**src/rtl/sr_ff_drive_ctrl.sv**
```systemverilog
// sr_ff_drive_ctrl: handshake front-end that pulses S or R into a clocked SR flip-flop
// and confirms the flip-flop's Q reached the commanded value.
module sr_ff_drive_ctrl #(
  parameter int PULSE_CYC   = 2,
  parameter int TIMEOUT_CYC = 8
) (
  input  logic       clk,
  input  logic       rst_n,
  input  logic       cmd_valid,
  input  logic       cmd_op,
  output logic       cmd_ready,
  input  logic       q_fb,
  output logic       S,
  output logic       R,
  output logic       busy,
  output logic       done,
  output logic       err,
  output logic [7:0] err_cnt
);
  typedef enum logic [1:0] {IDLE, DRIVE, CHECK} state_t;
  localparam logic [3:0] P_LAST = 4'(PULSE_CYC - 1);
  localparam logic [3:0] T_LAST = 4'(TIMEOUT_CYC - 1);
  state_t     r_state, w_state_nx;
  logic [3:0] r_cnt, w_cnt_nx;
  logic       r_target;
  logic       w_accept, w_pulse_last, w_match, w_timeout;
  logic       w_drive, w_tgt, w_s_nx, w_r_nx, w_busy_nx, w_done_nx, w_err_nx;
  assign cmd_ready    = r_state == IDLE;
  assign w_accept     = cmd_valid && cmd_ready;
  assign w_pulse_last = r_cnt == P_LAST;
  assign w_match      = q_fb == r_target;
  assign w_timeout    = r_cnt == T_LAST;
  always_ff @(posedge clk or negedge rst_n)
    if (!rst_n) begin
      r_state  <= IDLE;
      r_cnt    <= '0;
      r_target <= 1'b0;
      S        <= 1'b0;
      R        <= 1'b0;
      busy     <= 1'b0;
      done     <= 1'b0;
      err      <= 1'b0;
      err_cnt  <= '0;
    end else begin
      r_state  <= w_state_nx;
      r_cnt    <= w_cnt_nx;
      r_target <= w_accept ? cmd_op : r_target;
      S        <= w_s_nx;
      R        <= w_r_nx;
      busy     <= w_busy_nx;
      done     <= w_done_nx;
      err      <= w_err_nx;
      err_cnt  <= (w_err_nx && err_cnt != 8'hFF) ? err_cnt + 8'd1 : err_cnt;
    end
  always_comb begin
    w_state_nx = r_state;
    w_cnt_nx   = r_cnt;
    case (r_state)
      IDLE: begin
        w_state_nx = w_accept ? DRIVE : IDLE;
        w_cnt_nx   = w_accept ? 4'd0 : r_cnt;
      end
      DRIVE: begin
        w_state_nx = w_pulse_last ? CHECK : DRIVE;
        w_cnt_nx   = w_pulse_last ? 4'd0 : r_cnt + 4'd1;
      end
      CHECK: begin
        w_state_nx = (w_match || w_timeout) ? IDLE : CHECK;
        w_cnt_nx   = r_cnt + 4'd1;
      end
      default: w_state_nx = IDLE;
    endcase
  end
  // S/R are registered one edge early so the pulse lands in cycles 1..PULSE_CYC after accept
  always_comb begin
    w_drive   = (r_state == IDLE && w_accept) || (r_state == DRIVE && !w_pulse_last);
    w_tgt     = r_state == IDLE ? cmd_op : r_target;
    w_s_nx    = w_drive && w_tgt;
    w_r_nx    = w_drive && !w_tgt;
    w_busy_nx = w_state_nx != IDLE;
    w_done_nx = r_state == CHECK && w_match;
    w_err_nx  = r_state == CHECK && !w_match && w_timeout;
  end
endmodule

```
**config.mk**
```make
export PLATFORM = sky130hd
export DESIGN_NAME = sr_ff_drive_ctrl
export DESIGN_NICKNAME = d
export VERILOG_FILES = /design/src/rtl/sr_ff_drive_ctrl.sv
export SDC_FILE = /design/constraint.sdc
export NUM_CORES = 1
export LEC_CHECK = 0
export ABC_CLOCK_PERIOD_IN_PS = 3200
export CAP_MARGIN = 20
export CORE_UTILIZATION = 54
export CTS_CLUSTER_DIAMETER = 60
export DETAILED_ROUTE_END_ITERATION = 6
export PLACE_DENSITY_LB_ADDON = 0.1
export SLEW_MARGIN = 15
export SYNTH_ARGS = -nofsm -noshare
export SYNTH_HDL_FRONTEND = slang
export SYNTH_SLANG_ARGS = --single-unit
export TNS_END_PERCENT = 20
```
**constraint.sdc**
```tcl
create_clock -name clk -period 3.2 [get_ports clk]
set_input_delay 0.8 -clock clk [delete_from_list [all_inputs] [get_ports clk]]
set_output_delay 0.8 -clock clk [all_outputs]
set_load 0.005 [all_outputs]
```
==> impl_results.md, run 1 <==
- Total GRT Usage: 20.2%
- Yosys top cell area share: 48.3%
- Placed cell count: 141
- Max clock buf depth: 2
- Arr. time, crit path: 1.72 ns
- Max cap viols: 0
- Fin crit share: 78.6%
- Core Rows: 15
- Commonest non-fill, non-tap cell in the layout: dfrtp_1
- CP Capture Type: primary output
- Filler cells: 138
- Die height: 45.8 µm
- WL per Instance: 12.3 µm
- Synth Cell Area: 1040 µm²
- Initial core utilization: 58.8%
- Share of post-route cells with drive strength above 1: 10.0%
- Hold buffer count at cts: 0
- Clk Latency, worst-skew pair: 0.29 ns
- Layout Nets: 134
- RePlAce Congestion: 0.810
- CP Launch Type: flop
- Total Wirelength: 1790 µm
- Top delay family on crit path: buffers and inverters
- Final Hold Fails: 0
- Synth cell types: 30
- Critical path peak fanout: 7
- Crit-path cells: inv_1 > ha_1 > clkdlybuf4s50_1
- Clock slew at reported path FFs: 0.11 ns
- First-pass GRT wire length: 2990 µm
- # diodes: 0
- CP peak stage delay: 0.56 ns
- Non-filler instance count after layout: 145
- Hold Path Class: reg2reg
- Hold path depth: 1
- Vias: 757
- Vias per cell: 5.22
- Top cells by area, synth: dfrtp_1, ha_1, nor2_1
- Area of the multi-input gates: 510 µm²
- IO buf count: 18
- Outcome: finished clean
- PostCTS Resize Cnt: 0
- Worst r2r dst: err_cnt[1]
- Main synth FF type: dfrtp_1
- Initial antenna violation count: 0
- Worst r2r src: r_cnt[0]
- DP HPWL: 1380 µm
- CP max stage cell: clkdlybuf4s50_1
- Worst vdd ir: 0.000488 V
- Initial DRC count: 12
- Peak Freq: 397 MHz
- Max-slew headroom: 41.6%
- Worst R2R Setup Slack: 1.55 ns
- Final setup viols: 0
- DR DRC count: 0
- Post-synthesis average cell area: 10.6 µm²
- Fin Setup TNS: 0 ns
- Postcts setup bufs: 0
- Most frequent cells in the layout: dfrtp_1, clkdlybuf4s50_1, nor2_1, o21ai_0, ha_1
- Clock tree sinks: 20
- Pwr per Cell Area: 593 nW/µm²
- Vias in the first global route: 697
- Pre-antenna DRT Iters: 4
- Die X: 45.8 µm
- Ys async rst share: 100%
- Area grow syn2layout: 23.9%
- Die area: 2100 µm²
- RSZ-0062 raised after global routing: false
- Worst slew pin tran: 0.873 ns
- Pin count of the biggest net entering global routing: 21
- Post-Syn Nets: 111
- Synth warn: 0
- Clk_skew: 0.00146 ns
- Syn Inst Count: 98
- ANT nets after route: 0
- Worst path bufs/invs: 2
- I/O pin cnt: 19
- Slew Viols, Final: 0
- Crit path time final: 2.52 ns
- R2R depth: 5
- CTS tree: built
- Min-delay src: err_cnt[0]
- Storage cell area: 500 µm²
- Post-synthesis sequential area ratio: 48.3%
- # H-tree levels: 1
- TritonCTS buffer count: 3
- CP required: 2.40 ns
- Synth Register Bits: 20
- Core Area: 1760 µm²
- Post-synth top area cell: dfrtp_1
- Worst Hold Path EP: err_cnt[0]
- Leakage power total: 0.591 nW
- Crit path kind: reg2out
- Post-synth EDFFs: 0
- Root buffer selected by CTS: clkbuf_4
- GR Overflow Total: 0
==> power breakdown <==
part | switching, W | total [W] | internal [W]
Sequential | 0.0000354 | 0.000333 | 0.000298
Combinational | 0.000144 | 0.000283 | 0.000139
Clock | 0.0000761 | 0.000145 | 0.0000693
==> synth_stat cells, types with 2 or more instances <==
| cell | instances |
|---|---|
| mux2i_1 | 2 |
| ha_1 | 8 |
| nand2b_1 | 2 |
| xor2_1 | 2 |
| nand3_1 | 4 |
| nor2_1 | 11 |
| nor3b_2 | 2 |
| dfrtp_1 | 20 |
| o21ai_0 | 8 |
| nand2_1 | 5 |
| mux2_2 | 2 |
| a21oi_1 | 6 |
| nand4_1 | 3 |
| inv_1 | 7 |
==> cell type report <==
class                   count  share of cell area, %
multi-input cells          71                   39.7
flip-flops and latches     20                   38.9
repair buffers             18                   14.0
clock buffers               4                   2.82
well taps                  25                   2.43
inverters                   7                   2.04
==> logic make-up (layout without fill, tap and decap cells) <==
group           after synthesis  count (layout)  share of synthesized area, %
compound gates               19              19                          10.7
fa+ha+maj                     8               8                          9.65
simple gates                 35              35                          19.5
xor+xnor                      4               4                          4.10
buf+inv                       7              29                          2.53
mux                           5               5                          5.19
flops                        20              20                          48.3
==> worst register-to-register path: stages (launching register included) <==
cell	delay (ns)
dfrtp_1	0.43
ha_1	0.21
and3b_1	0.23
and3_4	0.21
nor2b_4	0.16
mux2_1	0.32
==> per-layer routing <==
metal	track usage [%]	up-vias	wire (µm)
li1	-	381	-
met1	27.7	359	859
met2	31.7	15	825
met3	3.97	2	86
met4	7.06	0	16
met5	0	-	0
==> per-stage QoR <==
step                      util [%]  instance area, µm²  hold WS, ns  total power, W  worst slack, ns
after CTS                     72.8                1280        0.527        0.000767            0.699
after global placement        70.8                1250        0.514        0.000609            0.834
after global routing          72.8                1280        0.559        0.000823            0.605
after floorplan                  -                1040        0.498        0.000512             1.43
final                         72.8                1280        0.520        0.000762            0.684
after detailed placement      70.8                1250        0.512        0.000621            0.807
==> flip-flops by register name, indices dropped and copies added (netlist names) <==
name,count
err,1
err_cnt,8
busy,1
S,1
r_cnt,4
done,1
r_target,1
R,1
r_state,2
==> worst max-delay path by stage <==
stage                    start          to  slack, ns  cells past startpoint
detailed placement        q_fb  err_cnt[1]       0.81                      5
floorplan                 q_fb  err_cnt[1]       1.43                      4
CTS                 r_state[0]   cmd_ready       0.70                      3
global route        r_state[0]   cmd_ready       0.61                      3
finish              r_state[0]   cmd_ready       0.68                      3
global placement          q_fb  err_cnt[1]       0.83                      5
Power figures use the tool's default switching activity.
==> run 2, diff against run 1 <==
ABC_CLOCK_PERIOD_IN_PS = 2000   (was 3200)
CORE_UTILIZATION = 45   (was 54)
clock period = 2 ns   (was 3.2 ns; I/O delays follow)
==> impl_results.md, run 2 (synthesis gave the netlist of run 1 again) <==
- Hold Path Class: in2async
- Clock tree sinks: 20 (unchanged)
- TritonCTS buffer count: 3 (unchanged)
- Non-filler instance count after layout: 157 (+8.3%)
- # H-tree levels: 1 (unchanged)
- Clock slew at reported path FFs: 0.11 ns (about the same)
- I/O pin cnt: 19 (unchanged)
- Share of post-route cells with drive strength above 1: 18.6% (+8.6 points)
- Hold buffer count at cts: 0 (unchanged)
- Initial core utilization: 47.3% (-11 points)
- Final setup viols: 0 (unchanged)
- Max cap viols: 0 (unchanged)
- Pin count of the biggest net entering global routing: 21 (unchanged)
- Levels on crit path: 1 (-2)
- Worst vdd ir: 0.000606 V (+24%)
- Core Rows: 17 (+2)
- WL per Instance: 12.6 µm (+2.2%)
- Largest register FFs: 8 (unchanged)
- Biggest register: err_cnt
- DP HPWL: 1430 µm (+3.5%)
- Max clock buf depth: 2 (unchanged)
- Pwr per Cell Area: 961 nW/µm² (+62%)
- CP required: 1.50 ns (-0.90 ns)
- Worst path bufs/invs: 1 (-1)
- Die X: 50.0 µm (+9.1%)
- CTS tree: built
- ANT nets after route: 0 (unchanged)
- First-pass GRT wire length: 3350 µm (+12%)
- Placed cell count: 149 (+5.7%)
- Die area: 2500 µm² (+19%)
- Layout Nets: 143 (+6.7%)
- Slew Viols, Final: 0 (unchanged)
- Core Area: 2190 µm² (+24%)
- Arr. time, crit path: 1.30 ns (-0.42 ns)
- Fin Setup TNS: 0 ns (unchanged)
- IO buf count: 18 (unchanged)
- Top delay family on crit path: buffers and inverters
- Outcome: finished clean
- Regs by FF count: err_cnt x8, r_cnt x4, r_state x2
- Peak Freq: 555 MHz
- Total GRT Usage: 18.5% (-1.7 points)
- Worst slew pin tran: 0.352 ns (-0.522 ns)
- Crit path time final: 1.80 ns
- Pre-antenna DRT Iters: 4 (unchanged)
- R2R depth: 7 (+2)
- Leakage power total: 0.644 nW (+8.9%)
- Area grow syn2layout: 31.2%
- Area of the multi-input gates: 513 µm² (+0.49%)
- Vias: 816 (+7.8%)
- GR Overflow Total: 0 (unchanged)
- CP peak stage delay: 0.53 ns (-0.03 ns)
- Vias in the first global route: 774 (+11%)
- DR DRC count: 0 (unchanged)
- Crit path kind: reg2out
- Clk_skew: 0.00217 ns (+0.000703 ns)
- Final Hold Fails: 0 (unchanged)
- Fin crit share: 90.1%
- Max-slew headroom: 76.0% (+34 points)
- Total Wirelength: 1980 µm (+11%)
- Filler cells: 185 (+34%)
- CP Launch Type: flop
- CP max stage cell: clkdlybuf4s50_1
- Initial DRC count: 17 (+5)
- Vias per cell: 5.20 (-0.45%)
- CP Capture Type: primary output
- Clk Latency, worst-skew pair: 0.31 ns (+0.02 ns)
- RSZ-0062 raised after global routing: false
- Most frequent cells in the layout: dfrtp_1, clkdlybuf4s50_1, nor2_1, buf_4, o21ai_0
- Die height: 50.0 µm (+9.1%)
- Crit-path cells: clkdlybuf4s50_1
- Storage cell area: 500 µm² (unchanged)
- Commonest non-fill, non-tap cell in the layout: dfrtp_1
- Initial antenna violation count: 0 (unchanged)
- Critical path peak fanout: 7 (unchanged)
- # diodes: 0 (unchanged)
- Root buffer selected by CTS: clkbuf_4
- RePlAce Congestion: 0.795 (-1.9%)
## run 2: cell types whose count changed in the layout (fill, tap and decap cells not counted), sizes merged
cell,change
buf,+9
clkdlybuf4s50,-1
dlymetal6s2s,+1
## run 2: layout make-up
cell class                 instances  area share, %
multi-input combinational         71           37.7
sequential                        20           36.8
timing repair buffer              27           18.4
clock buffer                       4           2.67
tap                               28           2.57
inverter                           7           1.93
## run 2: layer usage
| metal | track usage [%] | wire length (µm) | vias to the layer above |
|---|---|---|---|
| met5 | 0 | 0 | - |
| met4 | 12.9 | 44 | 0 |
| met3 | 4.01 | 77 | 4 |
| met2 | 29.1 | 920 | 21 |
| met1 | 22.2 | 935 | 391 |
| li1 | - | - | 400 |
## run 2: power breakdown
group / switching, W / leakage [nW] / internal, W / total, W
sequential: 0.0000483 / 0.258 / 0.000477 / 0.000525
combinational: 0.000260 / 0.365 / 0.000282 / 0.000541
clock: 0.000130 / 0.0210 / 0.000111 / 0.000241
## run 2: worst paths after layout
check                                 from          to  slack [ns]
worst max register to register  r_state[1]    r_cnt[1]        0.23
worst min register to register  err_cnt[0]  err_cnt[0]        0.53
min in group clk                err_cnt[0]  err_cnt[0]        0.53
worst max-delay path            err_cnt[3]  err_cnt[3]        0.20
max in group asynchronous            rst_n  r_state[0]        1.28
worst min-delay path                 rst_n    r_target        0.52
## run 2: stage by stage
step	total power, W	setup slack [ns]	area [µm²]	utilization, %	hold WS, ns
2_1_floorplan	0.000818	0.483	1040	-	0.204
4_1_cts	0.00131	0.0152	1350	61.7	0.522
3_3_place_gp	0.000998	-0.0316	1290	58.9	0.507
6_report	0.00131	0.199	1360	62.1	0.518
5_1_grt	0.00140	0.118	1360	62.1	0.528
3_5_place_dp	0.00101	-0.0703	1290	58.9	0.513
## run 2: repair_timing
action,CTS,global route
setup endpoints to repair,1,1
pin swaps,1,1
buffers inserted,3,1
resized for setup,1,3
==> run 3, diff against run 2 <==
PLACE_DENSITY = 0.73   (was default)
PLACE_DENSITY_LB_ADDON = default   (was 0.1)
==> impl_results.md, run 3 (synthesis gave the netlist of run 1 again) <==
- Max clock buf depth: 2 (unchanged)
- Clk Latency, worst-skew pair: 0.30 ns (about the same)
- # diodes: 0 (unchanged)
- Hold Path Class: in2async
- Core Rows: 17 (unchanged)
- Grt met2 use: 29.8% (+0.67 points)
- Slew Viols, Final: 0 (unchanged)
- WL per Instance: 12.3 µm (-2.0%)
- Pwr per Cell Area: 1020 nW/µm² (+6.6%)
- DR DRC count: 0 (unchanged)
- Pin count of the biggest net entering global routing: 21 (unchanged)
- Leakage power total: 0.642 nW (-0.26%)
- Vias per cell: 5.21 (+0.17%)
- RePlAce Congestion: 0.850 (+6.9%)
- TritonCTS buffer count: 3 (unchanged)
- Critical path peak fanout: 7 (unchanged)
- Total GRT Usage: 18.4% (-0.089 points)
- Clock tree sinks: 20 (unchanged)
- # H-tree levels: 1 (unchanged)
- CP max stage cell: clkdlybuf4s50_1
- Clock slew at reported path FFs: 0.12 ns (about the same)
- CP Launch Type: flop
- Crit path kind: reg2out
- Fin crit share: 88.7% (-1.4 points)
- ANT nets after route: 0 (unchanged)
- Total Wirelength: 1910 µm (-3.2%)
- Vias: 807 (-1.1%)
- Crit path time final: 1.77 ns (-0.0281 ns)
- IO buf count: 18 (unchanged)
- Root buffer selected by CTS: clkbuf_4
- Outcome: finished clean
- Critical Path Source: err_cnt[3]
- CP Capture Type: primary output
- Die X: 50.0 µm (unchanged)
- Final Hold Fails: 0 (unchanged)
- I/O pin cnt: 19 (unchanged)
- Crit-path cells: clkdlybuf4s50_1
- Area grow syn2layout: 31.4% (about the same)
- Fin area: 1360 µm² (about the same)
- Pre-antenna DRT Iters: 4 (unchanged)
- Fin Setup TNS: 0 ns (unchanged)
- Worst slew pin tran: 0.394 ns (+0.0421 ns)
- CP required: 1.50 ns (about the same)
- GR Overflow Total: 0 (unchanged)
- Met3 Use GR: 4.01% (unchanged)
- Share of post-route cells with drive strength above 1: 16.5% (-2.1 points)
- DP HPWL: 1370 µm (-3.9%)
- Global Route met1 Usage: 21.5% (-0.67 points)
- Biggest register: err_cnt
- Grt peak-use layer: met2
- Most frequent cells in the layout: dfrtp_1, clkdlybuf4s50_1, nor2_1, o21ai_0
- Worst vdd ir: 0.000758 V (+25%)
- Die area: 2500 µm² (unchanged)
- RSZ-0062 raised after global routing: false
- Top delay family on crit path: buffers and inverters
- Vias in the first global route: 812 (+4.9%)
- Largest register FFs: 8 (unchanged)
- Final setup viols: 0 (unchanged)
- CTS tree: built
- Max cap viols: 0 (unchanged)
- Die height: 50.0 µm (unchanged)
- Peak Freq: 564 MHz (+1.6%)
- First-pass GRT wire length: 3370 µm (+0.63%)
- Initial core utilization: 47.3% (unchanged)
- Commonest non-fill, non-tap cell in the layout: dfrtp_1
- Worst path bufs/invs: 1 (unchanged)
- Core Area: 2190 µm² (unchanged)
- Initial DRC count: 7 (-10)
- Regs by FF count: err_cnt x8, r_cnt x4, r_state x2
- Initial antenna violation count: 0 (unchanged)
- Layout Nets: 141 (-1.4%)
- Arr. time, crit path: 1.27 ns (-0.03 ns)
- CP peak stage delay: 0.53 ns (about the same)
- Clk_skew: 0.00813 ns (+0.00597 ns)
- Max-slew headroom: 73.1% (-2.9 points)
- Worst r2r src: r_state[1]
- Dpl cell area: 1280 µm² (-0.58%)
-- run 3: cell types whose count changed in the layout (fill, tap and decap cells not counted) --
cell	delta
inv_2	-1
bufinv_16	+1
inv_1	+1
buf_4	-2
clkbuf_8	-1
-- run 3: worst paths after layout --
kind | slack, ns | cells after the start | endpoint
worst max-delay path | 0.23 | 1 | err_cnt[3]
worst min-delay path | 0.51 | 2 | err
worst max register to register | 0.26 | 7 | r_cnt[1]
worst min register to register | 0.52 | 1 | err_cnt[0]
max in group asynchronous | 1.27 | 2 | r_cnt[3]
min in group clk | 0.52 | 1 | err_cnt[0]
-- run 3: cell type report --
cell class                 instances  area [µm²]
timing repair buffer              25         235
multi-input combinational         71         513
clock buffer                       3        22.5
fill                             185         828
clock inverter                     1        30.0
sequential                        20         500
inverter                           7        26.3
tap                               28        35.0
-- run 3: power by group --
group          internal [W]  switching, W  leakage, nW
Clock              0.000203      0.000124       0.0279
Sequential         0.000477     0.0000482        0.258
Combinational      0.000280      0.000263        0.356
-- run 3: metrics by stage --
| step | hold slack (ns) | std cells | worst slack, ns | power [W] | utilization [%] |
|---|---|---|---|---|---|
| 2_1_floorplan | 0.204 | 98 | 0.483 | 0.000818 | - |
| 3_3_place_gp | 0.510 | 148 | 0.00248 | 0.00101 | 58.5 |
| 3_5_place_dp | 0.516 | 148 | -0.0358 | 0.00102 | 58.5 |
| 4_1_cts | 0.516 | 154 | 0.0231 | 0.00139 | 61.6 |
| 5_1_grt | 0.521 | 155 | 0.135 | 0.00148 | 62.2 |
| 6_report | 0.513 | 155 | 0.227 | 0.00140 | 62.2 |
-- run 3: per-layer routing --
layer	part of all wire [%]	vias up
li1	-	396
met1	43	382
met2	51	20
met3	3.1	9
met4	3.1	0
met5	0	-
-- run 3: repair_timing --
action                                  CTS  global route
resized for setup                         0             3
pin swaps                                 0             0
setup buffers                             2             1
endpoints found under the setup margin    1             1
hold buffers                              0             0
